$ cat config.mk
export PLATFORM = sky130hd
export DESIGN_NAME = wb_reg_frontend
export DESIGN_NICKNAME = d
export VERILOG_FILES = /design/src/rtl/wb_reg_frontend.sv
export SDC_FILE = /design/constraint.sdc
export NUM_CORES = 1
export LEC_CHECK = 0
export CELL_PAD_IN_SITES_DETAIL_PLACEMENT = 2
export CELL_PAD_IN_SITES_GLOBAL_PLACEMENT = 2
export CORE_AREA = 2 2 77 98
export DETAILED_ROUTE_END_ITERATION = 8
export DIE_AREA = 0 0 79 100
export PLACE_DENSITY_LB_ADDON = 0.08
export RECOVER_POWER = 50
export SLEW_MARGIN = 10
export SYNTH_ARGS = -nofsm -noshare
export SYNTH_HDL_FRONTEND = slang
export SYNTH_SLANG_ARGS = --single-unit
export TNS_END_PERCENT = 1
$ cat constraint.sdc
create_clock -name clk_i -period 3.55 [get_ports clk_i]
set_input_delay 1.065 -clock clk_i [delete_from_list [all_inputs] [get_ports clk_i]]
set_output_delay 1.065 -clock clk_i [all_outputs]
set_load 0.005 [all_outputs]
$ cat src/rtl/wb_reg_frontend.sv
// Wishbone slave register front end for the I2C multi-bus controller.
// Decodes CSR/DPR/CMDR/FSMR accesses, forwards accepted commands to the
// byte-level I2C FSM over a valid/ready handshake, collects completion
// status and drives a level interrupt.
//
// Ports:
//   clk_i, rst_i (async, active low)
//   cyc_i/stb_i/we_i/adr_i/dat_i/dat_o/ack_o : Wishbone slave, 1-cycle ack
//   irq_o                                     : level interrupt
//   cmd_valid_o/cmd_ready_i/cmd_o/tx_data_o   : command to byte FSM
//   rsp_valid_i/rsp_code_i/rx_data_i          : completion from byte FSM
//   bus_busy_i, bus_captured_i, fsm_state_i   : status for CSR/FSMR reads
module wb_reg_frontend #(
  parameter int ADDR_WIDTH = 2,
  parameter int DATA_WIDTH = 8,
  parameter int NUM_BUSES  = 16
) (
  input  logic                  clk_i,
  input  logic                  rst_i,
  input  logic                  cyc_i,
  input  logic                  stb_i,
  input  logic                  we_i,
  input  logic [ADDR_WIDTH-1:0] adr_i,
  input  logic [DATA_WIDTH-1:0] dat_i,
  output logic [DATA_WIDTH-1:0] dat_o,
  output logic                  ack_o,
  output logic                  irq_o,
  output logic                  cmd_valid_o,
  input  logic                  cmd_ready_i,
  output logic [2:0]            cmd_o,
  output logic [7:0]            tx_data_o,
  input  logic                  rsp_valid_i,
  input  logic [1:0]            rsp_code_i,
  input  logic [7:0]            rx_data_i,
  input  logic                  bus_busy_i,
  input  logic                  bus_captured_i,
  input  logic [7:0]            fsm_state_i
);

  typedef enum logic [1:0] {REG_CSR, REG_DPR, REG_CMDR, REG_FSMR} reg_e;
  typedef enum logic [2:0] {
    CMD_WAIT, CMD_WRITE, CMD_READ_ACK, CMD_READ_NAK,
    CMD_START, CMD_STOP, CMD_SET_BUS, CMD_INVALID
  } cmd_e;

  localparam logic [8:0] NB = 9'(NUM_BUSES);

  logic                  ack_q, ack_d;
  logic [DATA_WIDTH-1:0] dat_q, dat_d;
  logic                  e_q, e_d, ie_q, ie_d;
  logic [3:0]            bus_id_q, bus_id_d;
  logic [7:0]            dpr_q, dpr_d, rx_q, rx_d, tx_q, tx_d;
  logic [3:0]            stat_q, stat_d;     // {DON, NAK, AL, ERR}
  cmd_e                  last_cmd_q, last_cmd_d;
  logic                  busy_q, busy_d;
  logic                  cmd_valid_q, cmd_valid_d;
  logic                  irq_q, irq_d;

  logic acc, rd, wr;
  reg_e sel;
  cmd_e wcmd;

  always_comb begin
    acc  = cyc_i & stb_i & ~ack_q;
    rd   = acc & ~we_i;
    wr   = acc & we_i;
    sel  = reg_e'(adr_i[1:0]);
    wcmd = cmd_e'(dat_i[2:0]);

    ack_d       = acc;
    dat_d       = '0;
    e_d         = e_q;
    ie_d        = ie_q;
    bus_id_d    = bus_id_q;
    dpr_d       = dpr_q;
    rx_d        = rx_q;
    tx_d        = tx_q;
    stat_d      = stat_q;
    last_cmd_d  = last_cmd_q;
    busy_d      = busy_q;
    cmd_valid_d = cmd_valid_q;
    irq_d       = irq_q;

    // Read data reflects register contents before this edge's updates.
    if (rd) begin
      unique case (sel)
        REG_CSR:  dat_d = DATA_WIDTH'({e_q, ie_q, bus_busy_i, bus_captured_i, bus_id_q});
        REG_DPR:  dat_d = DATA_WIDTH'(rx_q);
        REG_CMDR: dat_d = DATA_WIDTH'({stat_q, 1'b0, last_cmd_q});
        REG_FSMR: dat_d = DATA_WIDTH'(fsm_state_i);
      endcase
    end

    if (cmd_valid_q && cmd_ready_i) cmd_valid_d = 1'b0;

    // Clear-on-read is applied before completion so a same-cycle set wins.
    if (rd && sel == REG_CMDR) irq_d = 1'b0;

    if (rsp_valid_i && busy_q) begin
      busy_d      = 1'b0;
      cmd_valid_d = 1'b0;
      stat_d      = 4'b1000 >> rsp_code_i;
      if (last_cmd_q == CMD_READ_ACK || last_cmd_q == CMD_READ_NAK) rx_d = rx_data_i;
      if (last_cmd_q == CMD_SET_BUS && rsp_code_i == 2'b00) bus_id_d = tx_q[3:0];
      if (ie_q) irq_d = 1'b1;
    end

    // Register writes come last so a disable overrides a same-cycle completion.
    if (wr) begin
      unique case (sel)
        REG_CSR: begin
          if (dat_i[7]) begin
            e_d  = 1'b1;
            ie_d = dat_i[6];
          end else begin
            e_d         = 1'b0;
            ie_d        = dat_i[6];
            cmd_valid_d = 1'b0;
            busy_d      = 1'b0;
            irq_d       = 1'b0;
            stat_d      = 4'b1000;
            last_cmd_d  = CMD_WAIT;
            dpr_d       = '0;
            rx_d        = '0;
            tx_d        = '0;
            bus_id_d    = '0;
          end
        end
        REG_DPR: dpr_d = dat_i[7:0];
        REG_CMDR: begin
          if (e_q && !busy_q) begin
            last_cmd_d = wcmd;
            if (wcmd == CMD_INVALID || (wcmd == CMD_SET_BUS && {1'b0, dpr_q} >= NB)) begin
              stat_d = 4'b0001;
              if (ie_q) irq_d = 1'b1;
            end else begin
              stat_d      = '0;
              busy_d      = 1'b1;
              cmd_valid_d = 1'b1;
              tx_d        = dpr_q;
            end
          end
        end
        REG_FSMR: ;
      endcase
    end
  end

  always_ff @(posedge clk_i or negedge rst_i) begin
    if (!rst_i) begin
      ack_q       <= 1'b0;
      dat_q       <= '0;
      e_q         <= 1'b0;
      ie_q        <= 1'b0;
      bus_id_q    <= '0;
      dpr_q       <= '0;
      rx_q        <= '0;
      tx_q        <= '0;
      stat_q      <= 4'b1000;
      last_cmd_q  <= CMD_WAIT;
      busy_q      <= 1'b0;
      cmd_valid_q <= 1'b0;
      irq_q       <= 1'b0;
    end else begin
      ack_q       <= ack_d;
      dat_q       <= dat_d;
      e_q         <= e_d;
      ie_q        <= ie_d;
      bus_id_q    <= bus_id_d;
      dpr_q       <= dpr_d;
      rx_q        <= rx_d;
      tx_q        <= tx_d;
      stat_q      <= stat_d;
      last_cmd_q  <= last_cmd_d;
      busy_q      <= busy_d;
      cmd_valid_q <= cmd_valid_d;
      irq_q       <= irq_d;
    end
  end

  assign ack_o       = ack_q;
  assign dat_o       = dat_q;
  assign irq_o       = irq_q;
  assign cmd_valid_o = cmd_valid_q;
  assign cmd_o       = last_cmd_q;
  assign tx_data_o   = tx_q;

endmodule

==> results_tabular.tex, run 1 <==
\begin{tabular}{lr}
\hline
Metric & Value \\
\hline
\multicolumn{2}{l}{\textbf{Outcome}} \\
\quad Result of the run & finished clean \\
\multicolumn{2}{l}{\textbf{Run}} \\
\quad MaxCap Viol Count & 0 \\
\multicolumn{2}{l}{\textbf{GRT}} \\
\quad Combined global-route utilization of all metal layers & 17.1\% \\
\quad Initial antenna violation count & 0 \\
\quad Met1 usage & 21.7\% \\
\quad First-pass GRT wire length & between 10000 and 15000 um \\
\quad Routing layer with the top usage in global route & met2 \\
\quad Maximum number of pins on one net before global-route repair & 50 \\
\quad Vias in the first global route & 1937 \\
\quad Met3 routing resource usage after global routing & 2.70\% \\
\quad Met2 usage & 30.4\% \\
\quad Total congestion overflow after global routing & 0 \\
\multicolumn{2}{l}{\textbf{Detailed routing}} \\
\quad Antenna-violating nets left & 0 \\
\quad Detailed Route Iter0 Violations & 69 \\
\quad Routed vias/inst & 4.97 \\
\quad Number of iterations in the first detailed-routing pass & 4 \\
\quad DR WL/cell & 17.6 um \\
\quad Total wire length after detailed routing & 6340 um \\
\quad Via count of the routed design & 1790 \\
\quad Number of remaining DRC errors & 0 \\
\multicolumn{2}{l}{\textbf{Yosys}} \\
\quad Synthesized net count & 240 \\
\quad Most used flip-flop cell after synthesis & sky130\_fd\_sc\_hd\_\_dfrtp\_1 \\
\quad Number of synthesis warnings & 0 \\
\quad Synthesized area per cell & 11.1 sq um \\
\quad Number of synthesized register bits & 49 \\
\quad Distinct cell type count after synthesis & 35 \\
\quad Mapped cell area & 2260 sq um \\
\quad Register area share after synthesis & 54.4\% \\
\quad Number of enable flip-flop cells after synthesis & 0 \\
\quad Fraction of registers with async set or reset after synthesis & 100\% \\
\quad Instance count of the mapped netlist & $\sim$200 \\
\multicolumn{2}{l}{\textbf{STA}} \\
\quad Pins Over Slew Limit & 0 \\
\quad Post-layout min period & 2970 ps \\
\quad Relative max-transition margin & 16.5\% \\
\quad Maximum clock rate & around 340 MHz \\
\quad Setup clock skew after layout & a little under 8 ps \\
\quad Total Negative Setup Slacks & 0 ps \\
\quad Final critical-path share of the clock period & 83.5\% \\
\quad Worst slew pin tran & around 1300 ps \\
\quad Final setup viols & 0 \\
\quad Hold Fails Final Rpt & 0 \\
\quad Setup repair after global routing missed its margin & false \\
\multicolumn{2}{l}{\textbf{Placed design}} \\
\quad Final HPWL from detailed placement & 4730 um \\
\quad Total of buffers placed on input and output ports & 58 \\
\quad Routability cong. & 0.777 \\
\quad Number of cells after detailed placement & about 350 \\
\multicolumn{2}{l}{\textbf{Final layout}} \\
\quad Utilization of the core after routing & between 40\% and 50\% \\
\quad Antenna Cells & 0 \\
\quad Number of cells in the finished layout apart from fillers & 360 \\
\quad Share of cells above drive strength 1 & 10.8\% \\
\quad Count of fill cells added during filler insertion & slightly below 800 \\
\quad Most used cells in the layout excluding fill and tap cells & 48 x sky130\_fd\_sc\_hd\_\_dfrtp\_1, 47 x sky130\_fd\_sc\_hd\_\_clkdlybuf4s50\_1, 32 x sky130\_fd\_sc\_hd\_\_nand2\_1 \\
\quad Layout overhead on the synthesized area & 36.0\% \\
\quad Combined area of the multi-input logic cells & around 940 sq um \\
\quad Layout net count & 304 \\
\quad Most common library cell in the layout ignoring fill and taps & sky130\_fd\_sc\_hd\_\_dfrtp\_1 \\
\quad Register Area & 1230 sq um \\
\multicolumn{2}{l}{\textbf{CTS}} \\
\quad Clock root buffer & sky130\_fd\_sc\_hd\_\_clkbuf\_8 \\
\quad Count of H-tree levels built during CTS & 2 \\
\quad Count of hold-fix buffers inserted at cts & 0 \\
\quad Clock latency on the worst-skew pair & 300 ps \\
\quad Total setup buffers inserted after CTS & 0 \\
\quad CTS clock-pin slew for the worst setup and hold paths & 90 ps \\
\quad Inserted Clock Buffers & 5 \\
\quad Maximum clock insertion buffer count & 2 \\
\quad Count of instances resized after the clock tree is built & 0 \\
\quad Clock tree from TritonCTS & yes \\
\quad Sinks on Clock Net & 49 \\
\multicolumn{2}{l}{\textbf{Setup path}} \\
\quad Critical path's slowest cell & sky130\_fd\_sc\_hd\_\_clkbuf\_1 \\
\quad Required time of the worst setup path & 3720 ps \\
\quad Setup Crit Path Kind & input pin to register \\
\quad Arrival time of the worst setup path & between 3000 and 4000 ps \\
\quad CP max FO & 18 \\
\quad Critical Path Start Type & input pin \\
\quad Worst Setup End Kind & register \\
\quad Crit path largest cell delay & 840 ps \\
\quad Top Family by Delay on Critical Path & buffers and inverters \\
\quad Cells along the critical path & clkdlybuf4s50\_1, clkbuf\_1, mux4\_2, nor2b\_1 \\
\quad Number of buffer and inverter stages on the critical path & 2 \\
\multicolumn{2}{l}{\textbf{Die}} \\
\quad Effective utilization at floorplan & 31.8\% \\
\quad Area of the die & 7900 sq um \\
\quad Area of the core & 7090 sq um \\
\quad Number of core rows & 35 \\
\quad Overall die height & 100 um \\
\quad Die W & 79 um \\
\quad Number of top-level pins & 59 \\
\multicolumn{2}{l}{\textbf{Power and ir drop}} \\
\quad Static leakage power & 1.34 nW \\
\quad Pwr per Cell Area & 448 nW/um\^{}2 \\
\quad Peak VDD IR & 0.209 mV \\
\quad Total chip power & 0.00137 W \\
\multicolumn{2}{l}{\textbf{Worst hold path}} \\
\quad Worst hold path class & register to register \\
\hline
\end{tabular}
routing by layer:
layer	part of all wire, %	vias up
met5	0	-
met4	0.99	0
met3	3.1	5
met2	53	39
met1	43	916
li1	-	830
final cells by class:
class                           instances  area share (%)
Inverter                               15            1.83
Tap cell                               92            3.75
Multi-Input combinational cell        130            30.6
Sequential cell                        49            40.0
Timing Repair Buffer                   66            20.5
Clock buffer                            7            3.14
Clock inverter                          1           0.163
where the power goes:
group	internal, W	switching, W
Combinational	0.000187	0.000112
Sequential	0.000642	0.0000702
Clock	0.000177	0.000187
worst reg2reg max path, stage by stage (launching register included):
cell and delay [ps]:
sky130_fd_sc_hd__dfrtp_1 420, sky130_fd_sc_hd__or3_1 400, sky130_fd_sc_hd__o311a_4 360, sky130_fd_sc_hd__a2111oi_4 400, sky130_fd_sc_hd__buf_4 220, sky130_fd_sc_hd__mux2i_1 210
flip-flops by register name, indices dropped and copies added (netlist names), 3 cells and up:
name / count
bus_id_q: 4
cmd_o: 3
dat_o: 8
dpr_q: 8
rx_q: 8
stat_q: 4
tx_data_o: 8
Yosys cell counts, drive strengths merged, types with 2 or more instances:
cell | instances | share of area, %
dfrtp | 48 | 53
nand2b | 2 | 0.55
nor3b | 2 | 0.66
a31oi | 4 | 1.1
a22o | 7 | 2.7
nor2b | 8 | 2.2
mux2 | 2 | 1.0
clkbuf | 7 | 1.2
buf | 2 | 0.33
or3 | 2 | 0.55
nor3 | 4 | 0.89
nor4b | 2 | 0.78
mux4 | 7 | 7.0
a21oi | 12 | 2.7
nand2 | 32 | 5.3
inv | 15 | 2.5
nor2 | 13 | 2.2
mux2i | 16 | 7.1
o21ai | 3 | 0.66
worst paths after layout:
| kind | start | endpoint | slack (ps) | cells after the start |
|---|---|---|---|---|
| worst max-delay path | adr_i[0] | dat_o[1] | 580 | 4 |
| max in group asynchronous | rst_i | tx_data_o[7] | 1680 | 2 |
| min in group asynchronous | rst_i | dat_o[3] | 1110 | 2 |
| worst min-delay path | ack_o | ack_o | 460 | 1 |
| worst min register to register | ack_o | ack_o | 460 | 1 |
| worst max register to register | dpr_q[7] | tx_data_o[6] | 1460 | 5 |
per-stage QoR:
step	setup slack [ps]	instance area [sq um]	hold slack [ps]
CTS	617	3080	467
floorplan	784	2260	449
detailed placement	347	2970	461
global placement	455	2970	452
global route	446	3070	507
finish	584	3070	463
kinds of logic (layout without fill, tap and decap cells):
family / after synthesis / after routing / synth area share (%)
AND/OR/NAND/NOR: 72 / 72 / 15.4
multiplexers: 25 / 25 / 15.1
buffers and inverters: 24 / 89 / 3.99
AO/OA/AOI/OAI: 33 / 33 / 11.1
flip-flops: 49 / 49 / 54.4
Note: power is estimated with default switching activity, not from simulation.
==> run 2, diff against run 1 <==
Settings changed: CORE_AREA 2 2 77 98 to 2 2 85 108, DIE_AREA 0 0 79 100 to 0 0 87 110.
Clock period 3.55 ns to 2.7 ns, I/O delays scaled along.
==> results_tabular.tex, run 2 (synthesis results as in run 1) <==
\begin{tabular}{lr}
\hline
Metric & Value \\
\hline
\multicolumn{2}{l}{\textbf{Power and ir drop}} \\
\quad Switching power & 0.000511 W \\
\quad Pwr per Cell Area & 622 nW/um\^{}2 \\
\quad Static leakage power & 1.40 nW \\
\quad Gate power share & roughly 20\% \\
\quad Switching fraction of total power & 25.8\% \\
\quad Peak VDD IR & 0.271 mV \\
\quad Flop pwr share & a little under half \\
\quad Clock network power share & 32.4\% \\
\quad Design internal power & 0.00147 W \\
\multicolumn{2}{l}{\textbf{Final layout}} \\
\quad Number of cells in the finished layout apart from fillers & 377 \\
\quad Share of cells above drive strength 1 & 13.4\% \\
\quad Most used cells in the layout excluding fill and tap cells & 48 x sky130\_fd\_sc\_hd\_\_dfrtp\_1, 47 x sky130\_fd\_sc\_hd\_\_clkdlybuf4s50\_1, 32 x sky130\_fd\_sc\_hd\_\_nand2\_1 \\
\quad Layout overhead on the synthesized area & 41.0\% \\
\quad Antenna Cells & 0 \\
\quad Layout net count & roughly 310 \\
\quad Count of fill cells added during filler insertion & 900 \\
\quad Most common library cell in the layout ignoring fill and taps & sky130\_fd\_sc\_hd\_\_dfrtp\_1 \\
\quad Final Cell Area & 3180 sq um \\
\multicolumn{2}{l}{\textbf{Detailed routing}} \\
\quad Via count of the routed design & around 1.8k \\
\quad Routed vias/inst & about 4.8 \\
\quad DR WL/cell & roughly 18 um \\
\quad Number of iterations in the first detailed-routing pass & 4 \\
\quad Total wire length after detailed routing & 6630 um \\
\quad Number of remaining DRC errors & 0 \\
\quad Antenna-violating nets left & 0 \\
\quad Detailed Route Iter0 Violations & 84 \\
\multicolumn{2}{l}{\textbf{Die}} \\
\quad Die W & 87 um \\
\quad Effective utilization at floorplan & 26.5\% \\
\quad Number of top-level pins & 59 \\
\quad Area of the die & 9570 sq um \\
\quad Number of core rows & 38 \\
\quad Overall die height & between 100 and 150 um \\
\quad Area of the core & around 8500 sq um \\
\multicolumn{2}{l}{\textbf{Outcome}} \\
\quad Result of the run & finished clean \\
\multicolumn{2}{l}{\textbf{Placed design}} \\
\quad Placement-stage cell area & 3060 sq um \\
\quad Total of buffers placed on input and output ports & 58 \\
\quad Number of cells after detailed placement & 369 \\
\quad Final HPWL from detailed placement & 5120 um \\
\quad Routability cong. & 0.735 \\
\quad Placement-stage worst setup slack & -217 ps \\
\multicolumn{2}{l}{\textbf{STA}} \\
\quad Worst slew pin tran & 1350 ps \\
\quad Worst Setup Slack, final & between 100 and 150 ps \\
\quad Relative max-transition margin & 10.0\% \\
\quad Final critical-path share of the clock period & 95.1\% \\
\quad Maximum clock rate & around 400 MHz \\
\quad Setup clock skew after layout & around 9.7 ps \\
\quad Hold Fails Final Rpt & 0 \\
\quad Total Negative Setup Slacks & 0 ps \\
\quad Fin Hold WS & $\sim$470 ps \\
\quad Final setup viols & 0 \\
\quad Pins Over Slew Limit & 0 \\
\quad Setup repair after global routing missed its margin & false \\
\quad Post-layout min period & 2570 ps \\
\multicolumn{2}{l}{\textbf{CTS}} \\
\quad Count of H-tree levels built during CTS & 2 \\
\quad Maximum clock insertion buffer count & 2 \\
\quad Count of hold-fix buffers inserted at cts & 0 \\
\quad CTS clock-pin slew for the worst setup and hold paths & around 100 ps \\
\quad Count of instances resized after the clock tree is built & 0 \\
\quad Clock latency on the worst-skew pair & 310 ps \\
\quad Sinks on Clock Net & 49 \\
\quad Clock root buffer & sky130\_fd\_sc\_hd\_\_clkbuf\_8 \\
\quad Clock tree from TritonCTS & yes \\
\quad Inserted Clock Buffers & 5 \\
\quad Total setup buffers inserted after CTS & 0 \\
\multicolumn{2}{l}{\textbf{Worst hold path}} \\
\quad Worst hold path class & register to register \\
\multicolumn{2}{l}{\textbf{Setup path}} \\
\quad CP max FO & 4 \\
\quad Critical Path Start Type & input pin \\
\quad Required time of the worst setup path & 2930 ps \\
\quad Worst Setup End Kind & register \\
\quad Setup Crit Path Kind & input pin to register \\
\quad Arrival time of the worst setup path & 2790 ps \\
\multicolumn{2}{l}{\textbf{GRT}} \\
\quad Combined global-route utilization of all metal layers & between 10\% and 20\% \\
\quad Vias in the first global route & 2042 \\
\quad Maximum number of pins on one net before global-route repair & 27 \\
\quad Initial antenna violation count & 0 \\
\quad First-pass GRT wire length & 10900 um \\
\quad Total congestion overflow after global routing & 0 \\
\multicolumn{2}{l}{\textbf{Run}} \\
\quad MaxCap Viol Count & 0 \\
\hline
\end{tabular}
[run 2: cell types whose count changed in the layout (fill, tap and decap cells not counted), sizes merged]
cell,before,now
buf,7,15
bufinv,0,2
inv,15,16
clkinv,1,0
clkbuf,9,8
[run 2: worst max-delay path, stage by stage]
cell and delay, ps:
sky130_fd_sc_hd__clkdlybuf4s50_1 430, sky130_fd_sc_hd__or3_1 400, sky130_fd_sc_hd__o311a_4 350, sky130_fd_sc_hd__a2111oi_4 390, sky130_fd_sc_hd__buf_4 210, sky130_fd_sc_hd__mux2i_1 190
[run 2: power groups by stage]
stage,logic (W),registers (W),clock network [W]
global placement,0.000402,0.000957,0
global route,0.000441,0.000958,0.000692
floorplan,0.000170,0.000924,0
detailed placement,0.000412,0.000957,0
CTS,0.000414,0.000945,0.000664
finish,0.000399,0.000939,0.000641
[run 2: final timing paths]
check                          from            to  slack, ps  cells past startpoint
max                        dat_i[0]  tx_data_o[5]        130                      6
min                           ack_o         ack_o        470                      1
max reg2reg                dpr_q[7]  tx_data_o[5]        670                      5
min reg2reg                   ack_o         ack_o        470                      1
max in group asynchronous     rst_i  tx_data_o[5]        580                      2
min in group asynchronous     rst_i      dat_o[2]        790                      1
[run 2: cell type report]
cell class,instances,area [sq um],share of cell area (%)
well taps,100,125,3.93
flip-flops and latches,49,1230,38.6
repair buffers,75,696,21.9
clock buffers,5,68.8,2.16
inverters,15,56.3,1.77
multi-input cells,130,940,29.5
clock inverters,3,68.8,2.16
[run 2: through the flow]
stage,total power (W),utilization (%)
6_report,0.00198,37.4
5_1_grt,0.00209,37.4
4_1_cts,0.00202,37.6
3_5_place_dp,0.00137,36.0
3_3_place_gp,0.00136,36.0
2_1_floorplan,0.00109,-
[run 2: routing by layer]
layer  vias to the layer above  GRT usage [%]  part of all wire [%]
li1                        850              -                     -
met1                       936           18.3                    43
met2                        37           26.8                    53
met3                         5           2.61                   3.0
met4                         0           3.01                  0.75
met5                         -              0                     0
==> run 3, diff against run 2 <==
Settings changed: CAP_MARGIN from default to 20.
==> results of run 3 <==
Final layout, timing and power as in run 2 (identical DEF).
